File: src/rtl/hmmm_core_param_if.sv
// Shared instruction/data memory port of the HMMM core: one req/ack transaction at a time.
// The core drives the request fields and holds them stable until the memory returns ack.
interface hmmm_core_param_if #(
  parameter int WIDTH = 8
);
  localparam int IW = WIDTH + 7;

  logic             mem_req;
  logic             mem_we;
  logic [WIDTH-1:0] mem_adr;
  logic [WIDTH-1:0] mem_wdata;
  logic [IW-1:0]    mem_rdata;
  logic             mem_ack;

  modport master (
    output mem_req, mem_we, mem_adr, mem_wdata,
    input  mem_rdata, mem_ack
  );

  modport slave (
    input  mem_req, mem_we, mem_adr, mem_wdata,
    output mem_rdata, mem_ack
  );
endinterface

File: src/rtl/hmmm_core_param.sv
// Multi-cycle HMMM core (FETCH/EXEC/MEM/MUL/HALT): ALU and branch 2 cycles, load/store 3, mul 2+WIDTH.
// Memory backpressure is absorbed by holding FETCH/MEM, with outputs frozen, until mem_ack.
module hmmm_core_param #(
  parameter int WIDTH  = 8,
  parameter bit MUL_EN = 1'b1
) (
  input  logic              ph1,
  input  logic              ph2,
  input  logic              reset,
  hmmm_core_param_if.master bus,
  output logic              halted
);
  localparam int IW = WIDTH + 7;
  localparam int CW = $clog2(WIDTH);

  typedef enum logic [2:0] {FETCH, EXEC, MEM, MUL, HALT} state_t;

  state_t           state, state_nxt;
  logic [WIDTH-1:0] pc, pc_nxt, pc_inc;
  logic [IW-1:0]    ir;
  logic [WIDTH-1:0] regs [8];
  logic [WIDTH-1:0] mcand, mplier, acc, acc_sum;
  logic [CW-1:0]    mul_cnt;
  logic             mul_op, mul_last;
  logic             rf_we;
  logic [WIDTH-1:0] rf_wdata;
  logic [3:0]       funct;
  logic [2:0]       rd, rs1, rs2;
  logic [WIDTH-1:0] imm, rd_val, rs1_val, rs2_val;

  // All state is clocked on ph2; ph1 carries no logic in this implementation.
  logic unused_ph1;
  assign unused_ph1 = ph1;

  assign funct   = ir[IW-1 -: 4];
  assign rd      = ir[IW-5 -: 3];
  assign imm     = ir[WIDTH-1:0];
  assign rs1     = imm[WIDTH-1 -: 3];
  assign rs2     = imm[WIDTH-4 -: 3];
  assign rd_val  = regs[rd];
  assign rs1_val = regs[rs1];
  assign rs2_val = regs[rs2];
  assign pc_inc  = pc + WIDTH'(1);

  assign mul_op   = MUL_EN && (funct == 4'b0011);
  assign mul_last = (mul_cnt == CW'(WIDTH - 1));
  assign acc_sum  = acc + (mplier[0] ? mcand : '0);

  always_ff @(posedge ph2) begin
    if (reset) state <= FETCH;
    else       state <= state_nxt;
  end

  always_comb begin
    state_nxt = state;
    case (state)
      FETCH: if (bus.mem_ack) state_nxt = EXEC;
      EXEC: begin
        if (funct == 4'b0001 || funct == 4'b0010) state_nxt = MEM;
        else if (mul_op)                          state_nxt = MUL;
        else if (funct == 4'b1111)                state_nxt = HALT;
        else                                      state_nxt = FETCH;
      end
      MEM:     if (bus.mem_ack) state_nxt = FETCH;
      MUL:     if (mul_last) state_nxt = FETCH;
      HALT:    state_nxt = HALT;
      default: state_nxt = FETCH;
    endcase
  end

  // Reset gates the bus so an abandoned transaction disappears in the reset cycle itself.
  always_comb begin
    bus.mem_req   = 1'b0;
    bus.mem_we    = 1'b0;
    bus.mem_adr   = '0;
    bus.mem_wdata = '0;
    halted        = 1'b0;
    if (!reset) begin
      case (state)
        FETCH: begin
          bus.mem_req = 1'b1;
          bus.mem_adr = pc;
        end
        MEM: begin
          bus.mem_req   = 1'b1;
          bus.mem_we    = (funct == 4'b0010);
          bus.mem_adr   = rs2_val;
          bus.mem_wdata = rd_val;
        end
        HALT:    halted = 1'b1;
        default: ;
      endcase
    end
  end

  always_comb begin
    rf_we    = 1'b0;
    rf_wdata = '0;
    pc_nxt   = pc;
    case (state)
      EXEC: begin
        pc_nxt = pc_inc;
        case (funct)
          4'b0000: begin rf_we = 1'b1; rf_wdata = imm;               end
          4'b0100: begin rf_we = 1'b1; rf_wdata = rs2_val;           end
          4'b0101: begin rf_we = 1'b1; rf_wdata = '0 - rs2_val;      end
          4'b0110: begin rf_we = 1'b1; rf_wdata = rs1_val + rs2_val; end
          4'b0111: begin rf_we = 1'b1; rf_wdata = rs1_val - rs2_val; end
          4'b1000: if (rd_val == '0) pc_nxt = imm;
          4'b1001: if (rd_val != '0) pc_nxt = imm;
          4'b1010: if (!rd_val[WIDTH-1] && rd_val != '0) pc_nxt = imm;
          4'b1011: if (rd_val[WIDTH-1]) pc_nxt = imm;
          4'b1100: pc_nxt = imm;
          4'b1110: pc_nxt = rd_val;
          4'b0001, 4'b0010, 4'b1111: pc_nxt = pc;
          4'b0011: if (MUL_EN) pc_nxt = pc;
          default: ;
        endcase
      end
      MEM: begin
        if (bus.mem_ack) begin
          pc_nxt = pc_inc;
          if (funct == 4'b0001) begin
            rf_we    = 1'b1;
            rf_wdata = bus.mem_rdata[WIDTH-1:0];
          end
        end
      end
      MUL: begin
        if (mul_last) begin
          rf_we    = 1'b1;
          rf_wdata = acc_sum;
          pc_nxt   = pc_inc;
        end
      end
      default: ;
    endcase
  end

  // Operands are captured at EXEC, so rd may alias rs1/rs2 for mul.
  always_ff @(posedge ph2) begin
    if (reset) begin
      pc      <= '0;
      ir      <= '0;
      mcand   <= '0;
      mplier  <= '0;
      acc     <= '0;
      mul_cnt <= '0;
      for (int i = 0; i < 8; i++) regs[i] <= '0;
    end else begin
      pc <= pc_nxt;
      if (state == FETCH && bus.mem_ack) ir <= bus.mem_rdata;
      if (rf_we) regs[rd] <= rf_wdata;
      if (state == EXEC && mul_op) begin
        mcand   <= rs1_val;
        mplier  <= rs2_val;
        acc     <= '0;
        mul_cnt <= '0;
      end else if (state == MUL) begin
        acc     <= acc_sum;
        mcand   <= mcand << 1;
        mplier  <= mplier >> 1;
        mul_cnt <= mul_cnt + CW'(1);
      end
    end
  end
endmodule

File: src/flat_wrapper.sv
// flat-port wrapper written by rule: the top's interface ports become plain ports
module hmmm_core_param_flat 
#(
  parameter int WIDTH  = 8,
  parameter bit MUL_EN = 1'b1
)
  (ph1, ph2, reset, halted, bus_mem_req, bus_mem_we, bus_mem_adr, bus_mem_wdata, bus_mem_rdata, bus_mem_ack);
  hmmm_core_param_if #(.WIDTH(WIDTH)) bus_i ();
  input  logic ph1;
  input  logic ph2;
  input  logic reset;
  output logic halted;
  output wire logic [$bits(bus_i.mem_req)-1:0] bus_mem_req;
  output wire logic [$bits(bus_i.mem_we)-1:0] bus_mem_we;
  output wire logic [$bits(bus_i.mem_adr)-1:0] bus_mem_adr;
  output wire logic [$bits(bus_i.mem_wdata)-1:0] bus_mem_wdata;
  input wire logic [$bits(bus_i.mem_rdata)-1:0] bus_mem_rdata;
  input wire logic [$bits(bus_i.mem_ack)-1:0] bus_mem_ack;
  assign bus_mem_req = bus_i.mem_req;
  assign bus_mem_we = bus_i.mem_we;
  assign bus_mem_adr = bus_i.mem_adr;
  assign bus_mem_wdata = bus_i.mem_wdata;
  assign bus_i.mem_rdata = bus_mem_rdata;
  assign bus_i.mem_ack = bus_mem_ack;
  hmmm_core_param #(.WIDTH(WIDTH), .MUL_EN(MUL_EN)) u_core (.ph1(ph1), .ph2(ph2), .reset(reset), .bus(bus_i), .halted(halted));
endmodule
File: config.mk
export PLATFORM = sky130hd
export DESIGN_NAME = hmmm_core_param_flat
export DESIGN_NICKNAME = d
export VERILOG_FILES = /design/src/rtl/hmmm_core_param_if.sv /design/src/rtl/hmmm_core_param.sv /design/src/flat_wrapper.sv
export SDC_FILE = /design/constraint.sdc
export NUM_CORES = 1
export LEC_CHECK = 0
export CAP_MARGIN = 15
export CORE_ASPECT_RATIO = 0.75
export CORE_MARGIN = 3
export CORE_UTILIZATION = 40
export CTS_CLUSTER_SIZE = 16
export DETAILED_ROUTE_END_ITERATION = 8
export GPL_ROUTABILITY_DRIVEN = 0
export PLACE_DENSITY_LB_ADDON = 0.08
export SLEW_MARGIN = 30
export SYNTH_ARGS = -nofsm -noshare
export SYNTH_HDL_FRONTEND = slang
export SYNTH_SLANG_ARGS = --single-unit
File: constraint.sdc
create_clock -name ph2 -period 3.7 [get_ports ph2]
set_clock_uncertainty 0.05 [all_clocks]
set_input_delay 0.74 -clock ph2 [delete_from_list [all_inputs] [get_ports ph2]]
set_output_delay 0.74 -clock ph2 [all_outputs]
set_load 0.005 [all_outputs]
# ---- Word-level counts from Yosys, hierarchy flattened
# Memory sizes are Yosys's and may differ from the RTL's. A register that Yosys moved wholly into a read port is not among the register bits.
# Cells that the tools add are included.
dict set report word_totals {
  mem_bits_rw 64
  input_bits 19
  reg_bits 53
  wordCells 109
  mem_count 1
}
# memory depth word_bits read_ports rd_ports_with_merged_regs wr line
set mem_list {}
lappend mem_list {u_core.regs 8 8 3 3 8 hmmm_core_param.sv:21} ;# logic [WIDTH-1:0] regs [8];
dict set report op_classes {
  n_reduce_logical 18
  n_eq_ne 23
  mux 54
  addsub 6
}
# op n
set op_table {}
lappend op_table {{2-to-1 mux 8 bit} 18}
lappend op_table {{case mux 8 bit (7 select lines)} 1}
lappend op_table {{case mux 8 bit (3 select lines)} 2}
lappend op_table {{case mux 8 bit (5 select lines)} 1}
lappend op_table {{2-to-1 mux 3 bit} 13}
lappend op_table {{== test 4 bit, second input constant} 7}
lappend op_table {{adder 8 bit} 2}
lappend op_table {{== test 4 x 3 -> 1 bit, second input constant} 4}
lappend op_table {{2-to-1 mux 1 bit} 16}
lappend op_table {{case mux 8 bit (2 select lines)} 1}
lappend op_table {{case mux 3 bit (5 select lines)} 1}
lappend op_table {{adder 8 x 1 -> 8 bit, second input constant} 1}
lappend op_table {{== test 4 x 2 -> 1 bit, second input constant} 2}
lappend op_table {{zero test 8 bit} 1}
lappend op_table {{nonzero test 8 bit} 1}
lappend op_table {{OR reduction 8 bit} 1}
lappend op_table {{subtractor 1 x 8 -> 8 bit, first input constant} 1}
lappend op_table {{subtractor 8 bit} 1}
lappend op_table {{== test 3 x 2 -> 1 bit, second input constant} 2}
lappend op_table {{== test 3 bit, second input constant} 2}
lappend op_table {{!= test 2 bit, second input constant} 3}
lappend op_table {{OR reduction 5 bit} 1}
lappend op_table {{== test 4 x 1 -> 1 bit, second input constant} 1}
lappend op_table {{zero test 4 bit} 1}
lappend op_table {{14 further kinds} 17}

# ---- Depth between registers and ports, before layout
dict set report depth {
  depth_word 9
  ltp_mapped 17
}

# ---- Least setup slack after synthesis
# No wires, ideal clock.
dict set report synth_timing {
  kind {register -> register}
  from {register (tool-made name)}
  to {memory u_core.regs[0][7], data pin}
  slack_ns -0.132
  setup_time_ns 0.279
  path_buffers 1
  arrival_ns 3.503
  required_time_ns 3.371
  path_stages_with_launch 15
  period_less_slack_ns 3.832
  path_cell_list {dfxtp_1 > buf_6 > mux4_1 > mux2i_2 > and3_2 > a31oi_1 > xor2_1 > ha_1 > or3_1 > o21ai_0 > o21ba_2 > nor4_1 > nor3_2 > o31ai_4 > a21oi_1}
}
# item line
set synth_lines {}
lappend synth_lines {{to (decl)} hmmm_core_param.sv:21}

==> qor.yml <==
ys_ff_latch: 126
grt_pass1_vias: 6902
period_minus_slack_ns: 3.84
cts_tree: "built"
clock_latency_ns: 0.43
drt-total-wl_um: 28000
firstDrtPassIters: 6
synth.distinct_cells: 79
p_sw_frac: 0.297
grt_max_degree: 33
p_sw_mw: 1.31
fin_area_sq_um: 10500
rsz0062_at_grt: "yes"
maxCapViolations: 0
core_sq_um: 19800
yosysWarnings: 0
grt_usage: 0.257
grt_first_pass_wirelength_um: 42300
ant_nets: 0
syn_to_final_growth_pct: 27.6
p_int_mw: 3.09
slowest_stage: "mux4_4"
clockBufferDepth: 2
finalNetCount: 1002
seq_area_frac_synth: 0.385
die_area_sq_um: 22300
synth_area_leaders: "edfxtp_1 (23%), dfxtp_1 (15%), mux4_2 (11%)"
ir_drop_mv: 0.291
viasPerCell: 6.00
num_vias: 7371
power_mw: 4.40
final_cell_count_no_fill: 1229
slew_viol_final: 0
violations: "setup timing"
crit_required_ns: 3.80
critPathBufInv: 2
start_kind: "register"
worst_path_largest_cell_delay_ns: 0.67
synth_top_area_frac: 0.234
tns_ns: -3.10
syn_nets: 871
worstPathArrival_ns: 3.94
gr-total-overflow: 0
synthArstFlopShare: 0
wl_per_cell_um: 22.7
max-slew-margin-rel: 0.505
hold_path_class: "reg -> reg"
dpl_cell_area_sq_um: 9690
placementRows: 44
drive_gt1_frac: 0.278
crit_path_max_fanout: 8
antenna_found_initial: 0
powerDensity_nw_per_um2: 420
setup_ws_ns: -0.142
n_antenna_cell: 0
crit_chain: "mux4_4 -> mux2i_4 -> buf_6 -> and3_4 -> a31oi_2 -> xor2_2 -> ha_1 -> or3_1 -> o21ai_2 -> o21ba_4 -> a21oi_2 -> nor2b_1 -> o31ai_4 -> buf_6 -> a21oi_1"
yosys.area.top_type: "edfxtp_1"
clock-sinks: 126
ctsHoldBuffers: 0
end_kind: "register"
portBuffers: 36
drt_iter0_drc: 769
crit_top_cell: "buf_6"
htreeDepth: 4
avgSynthCellArea_sq_um: 9.88
timing.final.crit_share: 1.04
worst_slew_pin_slew_ns: 0.737
initial_core_util: 0.416
path_clk_slew_ns: 0.06
utilization: 0.531
combPwrFrac: 0.238
die_h_um: 130
ys_top_cells_by_count: "nor2_1 (139), nand2_1 (102), edfxtp_1 (64), dfxtp_1 (62), a21oi_1 (59)"
syn_area_sq_um: 8220
die_x_um: 172
dp.cells: 1189
yosysMostFrequentCell: "nor2_1"
p_clk_frac: 0.403
crit_family: "multiplexers"
syn_inst: 832
synth_edf_count: 64
synthFlopType: "edfxtp_1"
root_buffer: "clkbuf_16"
setup_violations: 40
leakage_nw: 3.71
ios: 38
hold_viol: 0
critPathKind: "reg -> reg"
outcome: "finished with violations"
fmax_mhz: 260
post-route-drc-count: 0
dpl.hpwl_um: 21200
seqPwrFrac: 0.360
numCtsBuffers: 17
-- power by group through the flow --
stage | Sequential [mW] | Combinational (mW) | Clock [mW]
final | 1.58 | 1.05 | 1.77
after global routing | 1.59 | 1.12 | 1.86
after CTS | 1.58 | 0.980 | 1.79
after detailed placement | 1.61 | 0.944 | 0
after global placement | 1.61 | 0.927 | 0
after floorplan | 1.57 | 0.590 | 0
-- worst min-delay path, cell delays in order (launching register included) --
cell	delay (ns)
dfxtp_1	0.31
nand2_1	0.05
a21oi_1	0.06
-- cells in the final DEF (no fill, tap or decap), types with 6 or more instances in the layout --
cell type and n:
nor2_1 138, buf_4 107, nand2_1 102, edfxtp_1 64, dfxtp_1 61, a21oi_1 51
mux4_2 42, clkdlybuf4s50_1 36, nand3_1 22, a211oi_1 20, o21ai_0 20, nor3_1 18
mux2i_1 17, clkbuf_16 17, ha_1 15, xor2_1 13, and2_1 12, xnor2_1 12
inv_1 11, buf_12 11, mux2_2 10, a21oi_2 8, nand2b_1 7, o22ai_1 7
a31oi_1 7, o21ai_2 7, buf_6 7, a22oi_1 6, a311oi_1 6
-- per-layer routing --
metal / vias up / share of wire / track usage
li1: 3351 / - / -
met1: 3635 / 0.46 / 0.389
met2: 349 / 0.42 / 0.365
met3: 36 / 0.11 / 0.0694
met4: 0 / 0.014 / 0.0648
met5: - / 0 / 0
-- through the flow --
| stage | hold slack (ns) | worst slack (ns) |
|---|---|---|
| after floorplan | 0.390 | -0.0863 |
| after global placement | 0.396 | -0.389 |
| after detailed placement | 0.416 | -0.448 |
| after CTS | 0.423 | -0.166 |
| after global routing | 0.454 | -0.301 |
| final | 0.418 | -0.142 |
-- final cells by class --
type	count	area [sq um]
clock buffer	18	429
clock inverter	14	184
fill	1735	9270
inverter	12	45.0
multi-input combinational	645	4890
sequential	126	3170
tap	253	317
timing repair buffer	161	1460
-- worst paths after layout --
kind / depth (start not counted) / slack [ns] / endpoint / from
worst max-delay path: 15 / -0.14 / u_core.regs[2][7] / register
worst min-delay path: 2 / 0.42 / u_core.mul_cnt[2] / u_core.mul_cnt[2]
worst max register to register: 15 / -0.14 / u_core.regs[2][7] / register
worst min register to register: 2 / 0.42 / u_core.mul_cnt[2] / u_core.mul_cnt[2]
-- registers in the layout, indices dropped and copies added (netlist names), named ones only --
signal	flops
u_core.ir	15
u_core.state	3
u_core.mcand	8
u_core.pc	8
u_core.mplier	8
u_core.mul_cnt	3
u_core.acc	8
u_core.regs	64
-- cells by family after synthesis --
| kind of cell | share of synthesized area |
|---|---|
| buffers and inverters | 0.0393 |
| muxes | 0.179 |
| and+or+nand+nor | 0.189 |
| AOI/OAI and AO/OA | 0.147 |
| DFF | 0.385 |
| xor gates and xnor gates | 0.0288 |
| adders and majority gates | 0.0323 |
-- timing repair --
| item | in CTS | in global routing |
|---|---|---|
| pin swaps | 12 | 8 |
| endpoints found under the setup margin | 48 | 50 |
| resized for setup | 21 | 23 |
| buffers inserted | 4 | 5 |
Note: power is estimated with default switching activity, not from simulation.
